$ cat src/rtl/pipeline_pkg.sv
// Shared pipeline definitions: data width, fetch FSM encoding and the
// default reset PC, exception vector and bubble instruction.
package pipeline_pkg;

    localparam int XLEN = 32;

    localparam logic [XLEN-1:0] RESET_PC_DEFAULT   = 32'h0040_0000;
    localparam logic [XLEN-1:0] EXC_VECTOR_DEFAULT = 32'h8000_0180;
    localparam logic [XLEN-1:0] NOP_INST_DEFAULT   = 32'h0000_0000;

    typedef enum logic [1:0] {
        BOOT = 2'd0,
        RUN  = 2'd1,
        EXC  = 2'd2
    } fetch_state_e;

    // Instruction addresses are word aligned, so the low two bits are dropped.
    function automatic logic [XLEN-1:0] word_align(input logic [XLEN-1:0] addr);
        return {addr[XLEN-1:2], 2'b00};
    endfunction

endpackage

$ cat src/rtl/if_id_reg.sv
// Generic pipeline register holding an instruction, its PC+4 and a valid
// bit. Squash wins over hold; with neither asserted the inputs are loaded.
// When squashed, the PC+4 field keeps its old value because it has no
// meaning while valid is low.
module if_id_reg
    import pipeline_pkg::*;
#(
    parameter logic [XLEN-1:0] NOP_INST = NOP_INST_DEFAULT
) (
    input  logic            clk,
    input  logic            reset,
    input  logic            hold,
    input  logic            squash,
    input  logic            in_valid,
    input  logic [XLEN-1:0] in_inst,
    input  logic [XLEN-1:0] in_pc_plus4,
    output logic [XLEN-1:0] inst,
    output logic [XLEN-1:0] pc_plus4,
    output logic            valid
);

    logic [XLEN-1:0] inst_q, inst_d;
    logic [XLEN-1:0] pc_plus4_q, pc_plus4_d;
    logic            valid_q, valid_d;

    // Choose between squashing to a bubble, holding, or loading a new entry.
    always_comb begin
        inst_d     = inst_q;
        pc_plus4_d = pc_plus4_q;
        valid_d    = valid_q;
        if (squash) begin
            inst_d  = NOP_INST;
            valid_d = 1'b0;
        end else if (!hold) begin
            inst_d     = in_inst;
            pc_plus4_d = in_pc_plus4;
            valid_d    = in_valid;
        end
    end

    // Register storage; reset leaves a bubble in the stage.
    always_ff @(posedge clk or posedge reset) begin
        if (reset) begin
            inst_q     <= NOP_INST;
            pc_plus4_q <= '0;
            valid_q    <= 1'b0;
        end else begin
            inst_q     <= inst_d;
            pc_plus4_q <= pc_plus4_d;
            valid_q    <= valid_d;
        end
    end

    assign inst     = inst_q;
    assign pc_plus4 = pc_plus4_q;
    assign valid    = valid_q;

endmodule

$ cat src/rtl/fetch_stage.sv
// Instruction fetch stage: PC register, next-PC selection, boot/exception
// FSM, EPC capture and the IF/ID register.
// Optional build macro FETCH_PERF_CNT_EN adds fetch and stall counters.
module fetch_stage
    import pipeline_pkg::*;
#(
    parameter logic [XLEN-1:0] RESET_PC   = RESET_PC_DEFAULT,
    parameter logic [XLEN-1:0] EXC_VECTOR = EXC_VECTOR_DEFAULT,
    parameter logic [XLEN-1:0] NOP_INST   = NOP_INST_DEFAULT
) (
    input  logic            clk,
    input  logic            reset,
    input  logic            stall,
    input  logic            flush,
    input  logic            redirect_valid,
    input  logic [XLEN-1:0] redirect_pc,
    input  logic            exception,
    input  logic [XLEN-1:0] imem_rdata,
    output logic [XLEN-1:0] imem_addr,
    output logic [XLEN-1:0] pc,
    output logic [XLEN-1:0] if_id_inst,
    output logic [XLEN-1:0] if_id_pc_plus4,
    output logic            if_id_valid,
    output logic [XLEN-1:0] epc
`ifdef FETCH_PERF_CNT_EN
    ,
    output logic [XLEN-1:0] fetch_cnt,
    output logic [XLEN-1:0] stall_cnt
`endif
);

    fetch_state_e    state_q, state_d;
    logic [XLEN-1:0] pc_q, pc_d;
    logic [XLEN-1:0] epc_q, epc_d;
    logic [XLEN-1:0] pc_plus4;
    logic            ifid_hold;
    logic            ifid_squash;
    logic            take_exc;
    logic            unused_redirect_lsbs;

    assign pc_plus4             = pc_q + 32'd4;
    assign take_exc             = exception && if_id_valid;
    assign unused_redirect_lsbs = ^redirect_pc[1:0];

    // Next-state, next-PC and IF/ID control, following the RUN priority order.
    always_comb begin
        state_d     = state_q;
        pc_d        = pc_q;
        epc_d       = epc_q;
        ifid_hold   = 1'b0;
        ifid_squash = 1'b0;
        case (state_q)
            BOOT: begin
                state_d   = RUN;
                ifid_hold = 1'b1;
            end
            EXC: begin
                state_d = RUN;
                pc_d    = pc_plus4;
            end
            RUN: begin
                if (take_exc) begin
                    pc_d        = EXC_VECTOR;
                    epc_d       = if_id_pc_plus4 - 32'd4;
                    ifid_squash = 1'b1;
                    state_d     = EXC;
                end else if (redirect_valid) begin
                    pc_d        = word_align(redirect_pc);
                    ifid_squash = 1'b1;
                end else if (stall) begin
                    ifid_hold = 1'b1;
                end else if (flush) begin
                    pc_d        = pc_plus4;
                    ifid_squash = 1'b1;
                end else begin
                    pc_d = pc_plus4;
                end
            end
            default: begin
                state_d   = RUN;
                ifid_hold = 1'b1;
            end
        endcase
    end

    // PC, EPC and FSM state registers.
    always_ff @(posedge clk or posedge reset) begin
        if (reset) begin
            state_q <= BOOT;
            pc_q    <= RESET_PC;
            epc_q   <= '0;
        end else begin
            state_q <= state_d;
            pc_q    <= pc_d;
            epc_q   <= epc_d;
        end
    end

    if_id_reg #(
        .NOP_INST(NOP_INST)
    ) u_if_id (
        .clk        (clk),
        .reset      (reset),
        .hold       (ifid_hold),
        .squash     (ifid_squash),
        .in_valid   (1'b1),
        .in_inst    (imem_rdata),
        .in_pc_plus4(pc_plus4),
        .inst       (if_id_inst),
        .pc_plus4   (if_id_pc_plus4),
        .valid      (if_id_valid)
    );

    assign pc        = pc_q;
    assign imem_addr = pc_q;
    assign epc       = epc_q;

`ifdef FETCH_PERF_CNT_EN
    logic [XLEN-1:0] fetch_cnt_q, fetch_cnt_d;
    logic [XLEN-1:0] stall_cnt_q, stall_cnt_d;
    logic            stall_win;
    logic            fetch_load;

    assign stall_win  = (state_q == RUN) && !take_exc && !redirect_valid && stall;
    assign fetch_load = !ifid_hold && !ifid_squash;

    // Counter increments for valid IF/ID loads and winning stall cycles.
    always_comb begin
        fetch_cnt_d = fetch_cnt_q;
        stall_cnt_d = stall_cnt_q;
        if (fetch_load) fetch_cnt_d = fetch_cnt_q + 32'd1;
        if (stall_win)  stall_cnt_d = stall_cnt_q + 32'd1;
    end

    // Performance counter registers.
    always_ff @(posedge clk or posedge reset) begin
        if (reset) begin
            fetch_cnt_q <= '0;
            stall_cnt_q <= '0;
        end else begin
            fetch_cnt_q <= fetch_cnt_d;
            stall_cnt_q <= stall_cnt_d;
        end
    end

    assign fetch_cnt = fetch_cnt_q;
    assign stall_cnt = stall_cnt_q;
`endif

endmodule

$ cat config.mk
export PLATFORM = sky130hd
export DESIGN_NAME = fetch_stage
export DESIGN_NICKNAME = d
export VERILOG_FILES = /design/src/rtl/pipeline_pkg.sv /design/src/rtl/if_id_reg.sv /design/src/rtl/fetch_stage.sv
export SDC_FILE = /design/constraint.sdc
export NUM_CORES = 1
export LEC_CHECK = 0
export ABC_CLOCK_PERIOD_IN_PS = 4900
export BUFFER_PORTS_ARGS = -buffer_cell sky130_fd_sc_hd__buf_2
export CORE_UTILIZATION = 50
export CTS_CLUSTER_DIAMETER = 60
export DETAILED_ROUTE_END_ITERATION = 8
export PLACE_DENSITY = 0.92
export SLEW_MARGIN = 20
export SYNTH_ARGS = -nofsm -noshare
export SYNTH_HDL_FRONTEND = slang
export SYNTH_SLANG_ARGS = --single-unit
$ cat constraint.sdc
create_clock -name clk -period 4.9 [get_ports clk]
set_input_delay 0.735 -clock clk [delete_from_list [all_inputs] [get_ports clk]]
set_output_delay 0.735 -clock clk [all_outputs]
set_load 0.005 [all_outputs]
* Word level (Yosys, flattened, before mapping) *
Cells that the tools add are included.

word-level totals
  register bits after elaboration = 131
  output and inout port bits = 161
  word-level logic and storage cells = 39

operators by class
  add/subtract/negate cells = 2
  equal/unequal tests = 5
  multiplexer cells = 19
  bitwise logic cells = 2
  reduce and logical (&&, ||, !) cells = 5

operators with widths
  cell                                                 number
  2-to-1 mux 32 bit                                    5
  case mux 32 bit (2 select lines)                     1
  adder 32 x 3 -> 32 bit, second input constant        1
  subtractor 32 x 3 -> 32 bit, second input constant   1
  2-to-1 mux 1 bit                                     10
  AND reduction 2 bit                                  3
  2-to-1 mux 2 bit                                     2
  != test 2 bit, second input constant                 2
  != test 4 bit, second input constant                 1
  equality test 2 x 1 -> 1 bit, second input constant  1
  equality test 2 bit, second input constant           1
  inverter 1 bit                                       2
  case mux 1 bit (2 select lines)                      1
  nonzero test 2 bit                                   1
  logical AND 1 bit                                    1

* Longest topological paths before layout *
  depth after elaboration = 7
  gate-level depth with buffers = 9
  gate-level depth less buffers = 7

* Modules after synthesis *
A second synthesis with hierarchy kept.

unflattened totals
  cells, all modules = 743
  area total of the unflattened synthesis = 7319.5 um^2

modules (own cells, without submodules)
  module       times used  cells an instance  area an instance (um^2)
  fetch_stage  1           567                4614.4
  if_id_reg    1           176                2705.1

* Worst setup path after synthesis *
OpenSTA, ideal clock, no wires.

  path type = register to register
  start point = reg u_if_id.pc_plus4_q[26] (netlist: u_if_id.pc_plus4[26])
  end point = reg epc_q[31] (netlist: epc[31])
  library setup time = 0.124 ns
  arrival time = 2.182 ns
  required time = 4.776 ns
  slack = 2.594 ns
  stages on the path, launching flop included = 6
  path buffers = 0
  cells stage by stage = dfrtp_1 > or4_4 > or4_1 > or3_1 > o31a_1 > o31a_1

on the way
  cells in the longest elaborated chain, start to end = 1

RTL lines
  element                      line               source
  start: declaration           if_id_reg.sv:23    logic [XLEN-1:0] pc_plus4_q, pc_plus4_d;
  start signal: assignment     if_id_reg.sv:49    pc_plus4_q <= pc_plus4_d;
  subtractor 32 x 3 -> 32 bit  fetch_stage.sv:64  epc_d = if_id_pc_plus4 - 32'd4;
  end signal: assignment       fetch_stage.sv:95  epc_q <= epc_d;
  end: declaration             fetch_stage.sv:34  logic [XLEN-1:0] epc_q, epc_d;

Every way passes these cells.
A chain may end at the register's enable or synchronous reset.

* Worst setup path in the final report *
  start point = reg pc_q[2] (netlist: imem_addr[2])
  end point = reg u_if_id.pc_plus4_q[26] (netlist: u_if_id.pc_plus4[26])

on the way
  cells in the longest elaborated chain, start to end = 1

RTL lines
  element                   line               source
  start: declaration        fetch_stage.sv:33  logic [XLEN-1:0] pc_q, pc_d;
  start signal: assignment  fetch_stage.sv:94  pc_q <= pc_d;
  adder 32 x 3 -> 32 bit    fetch_stage.sv:41  assign pc_plus4 = pc_q + 32'd4;

Every way passes these cells.

==> results_dict.tcl <==
set metrics [dict create \
    final_cell_mix "buf_2 (220), dfrtp_1 (124), nand2_1 (88)" \
    syn_avg_cell_area_um2 9.047 \
    cts.htree.levels 4 \
    mostFrequentLayoutCell "buf_2" \
    insertion_delay_ps 420 \
    ant_nets 0 \
    grt_max_degree 93 \
    finalSetupViolCount 0 \
    cp_cell_sequence "ha_1 -> nand3_1 -> nor4_2 -> nand4_1 -> xor2_1 -> a21oi_1" \
    syn-instance-count 741 \
    clkTransAtPathRegs_ps 60 \
    synth_area_leaders "dfrtp_1 (46%), nand2_1 (4.9%), a21oi_1 (4.8%)" \
    grt_overflow 0 \
    nets 982 \
    fin_tns_setup_ps 0 \
    hold_viol 0 \
    io_buffer_count 220 \
    grt.total_usage 0.2729 \
    ios 231 \
    synth_cell_types 58 \
    status "complete, no violations" \
    cts_buffers 17 \
    syn_area_um2 6704 \
    yosysSeqAreaShare 0.4668 \
    clock-sinks 125 \
    synth_edf_count 0 \
    power_uw 5652 \
    fin_crit_ps 2823 \
    drt_iter0_markers 943 \
    crit_type "reg -> reg" \
    worstPathMaxFanout 10 \
    die_w_um 117.8 \
    drive_above_1_share 0.2942 \
    hold_class "in -> async" \
    antenna_found_initial 1 \
    fp.dieH_um 117.8 \
    p_leak_uw 0.003857 \
    initial_core_util 0.5227 \
    clockBufferDepth 2 \
    cpPeakStageDelay_ps 880 \
    rsz0062_at_grt "false" \
    die-area_um2 13870 \
    num_rows 41 \
    worstPathArrival_ps 3090 \
    areaGrowthSynthToFinish_pct 24.13 \
    path_delay_family "simple AND/OR/NAND/NOR gates" \
    cts-root-buf "clkbuf_16" \
    core_area_um2 12820 \
    worst_ep_required_time_ps 5170 \
    wirelength_mm 18.60 \
    p_per_area_nw_per_um2 679.2 \
    ys_warn_count 0 \
    fin_skew_ps 10.67 \
    fmax_ghz 0.3543 \
    async_flop_share 1.000 \
    synthFlopType "dfrtp_1" \
    grt_pass1_vias 5713 \
    ctsResizeCount 0 \
    vdd_drop_max_mv 0.5603 \
    ys_seq_elements 125 \
    cts_hold_buf 0 \
    grt_pass1_wl_mm 29.93 \
    via_per_inst 5.755 \
    slew_viol_final 0 \
    tightest_slew_ps 1038 \
    fin_crit_sh 0.5761 \
    drc 0 \
    post_cts_buffers 0 \
    maxCapViolations 0 \
    startpoint_type "flip-flop" \
    hpwlAfterDp_mm 13.02 \
    slew_headroom 0.3024 \
    globalplace.congestion 0.8864 \
    yosysTopAreaCell "dfrtp_1" \
    crit_path_top_delay_cell "nor4_2" \
    vias 6296 \
    drtPass1Iterations 7 \
    synth_top_area_frac 0.4629 \
    critPathBufInv 0 \
    end_kind "flip-flop" \
    wire_per_inst_um 17.00 \
    tritoncts "yes" \
]
==> stage by stage <==
stage          utilization  area (um^2)  setup WS [ps]  hold slack, ps  cells
6_report            0.6489         8322           2077           423.3   1094
5_1_grt             0.6487         8319           1978           476.6   1093
4_1_cts             0.6487         8319           2193           455.1   1093
3_5_place_dp        0.5970         7656           2200           466.4   1061
3_3_place_gp        0.5970         7656           2274           457.8   1061
2_1_floorplan            -         6730          839.1           473.3    748
==> cells in the mapped netlist (all sizes together), types with 3 or more instances <==
library cell  instances
a21oi                64
ha                    4
inv                  12
clkbuf               42
o31a                  4
a22o                 32
nand4                 7
xnor2                36
nor4b                 3
nor4                 17
a21boi                3
nand2b                8
nand3                26
and2                  5
nand2                88
o21ai                62
a32oi                 4
a2bb2oi               8
nor2                 52
and4                  3
nor3                 15
or3                  12
xor2                 18
buf                  45
a31oi                 4
o22a                  3
and3                  8
dfrtp               124
==> worst reg2reg max path, cell delays in order (launching register included) <==
cell	delay, ps
dfrtp_1	570
ha_1	310
nand3_1	170
nor4_2	880
nand4_1	330
xor2_1	310
a21oi_1	100
==> logic make-up (layout without fill, tap and decap cells) <==
group / after synthesis / count (layout) / synth area share
AO/OA/AOI/OAI: 208 / 208 / 0.1973
buffers and inverters: 99 / 272 / 0.07801
flip-flops: 125 / 125 / 0.4668
XOR/XNOR: 54 / 54 / 0.07055
adder cells (fa/ha/maj): 4 / 4 / 0.007466
other: 1 / 9 / 0.0005594
AND/OR/NAND/NOR: 250 / 250 / 0.1794
==> power by group <==
part / leakage [uW] / switching, uW / internal [uW]
Sequential: 0.00152 / 568 / 1470
Clock: 0.000325 / 454 / 932
Combinational: 0.00201 / 1240 / 989
Total: 0.00386 / 2260 / 3390
==> worst paths after layout <==
kind	from	endpoint	slack [ps]	cells past startpoint
setup / recovery	imem_addr[2]$_DFFE_PP0P_	u_if_id.pc_plus4[26]$_DFFE_PP0P_	2080	6
hold / removal	reset	u_if_id.inst[7]$_DFFE_PP0P_	420	2
setup reg to reg	imem_addr[2]$_DFFE_PP0P_	u_if_id.pc_plus4[26]$_DFFE_PP0P_	2080	6
hold reg to reg	epc[20]$_DFFE_PP0P_	epc[20]$_DFFE_PP0P_	470	2
max in group asynchronous	reset	epc[6]$_DFFE_PP0P_	3540	3
min in group clk	epc[20]$_DFFE_PP0P_	epc[20]$_DFFE_PP0P_	470	2
==> registers in the layout (all words and copies together), names as in the netlist <==
signal	cells
u_if_id.inst	32
imem_addr	30
epc	30
u_if_id.valid	1
state_q	2
u_if_id.pc_plus4	30
==> area by class of cell <==
cell class                      instances  area [um^2]
Fill cell                            1043         4503
Antenna cell                            1        2.502
Clock inverter                          9        155.1
Inverter                               12        47.55
Clock buffer                           23        508.0
Tap cell                              172        215.2
Sequential cell                       125         3129
Timing Repair Buffer                  228         1161
Multi-Input combinational cell        524         3103
==> layer usage <==
layer	global-route usage	vias up	share of wire
met3	0.08188	57	0.092
met4	0.1058	0	0.024
met2	0.4232	333	0.47
met1	0.3584	2981	0.41
li1	-	2925	-
met5	0	-	0
Note: power is estimated with default switching activity, not from simulation.
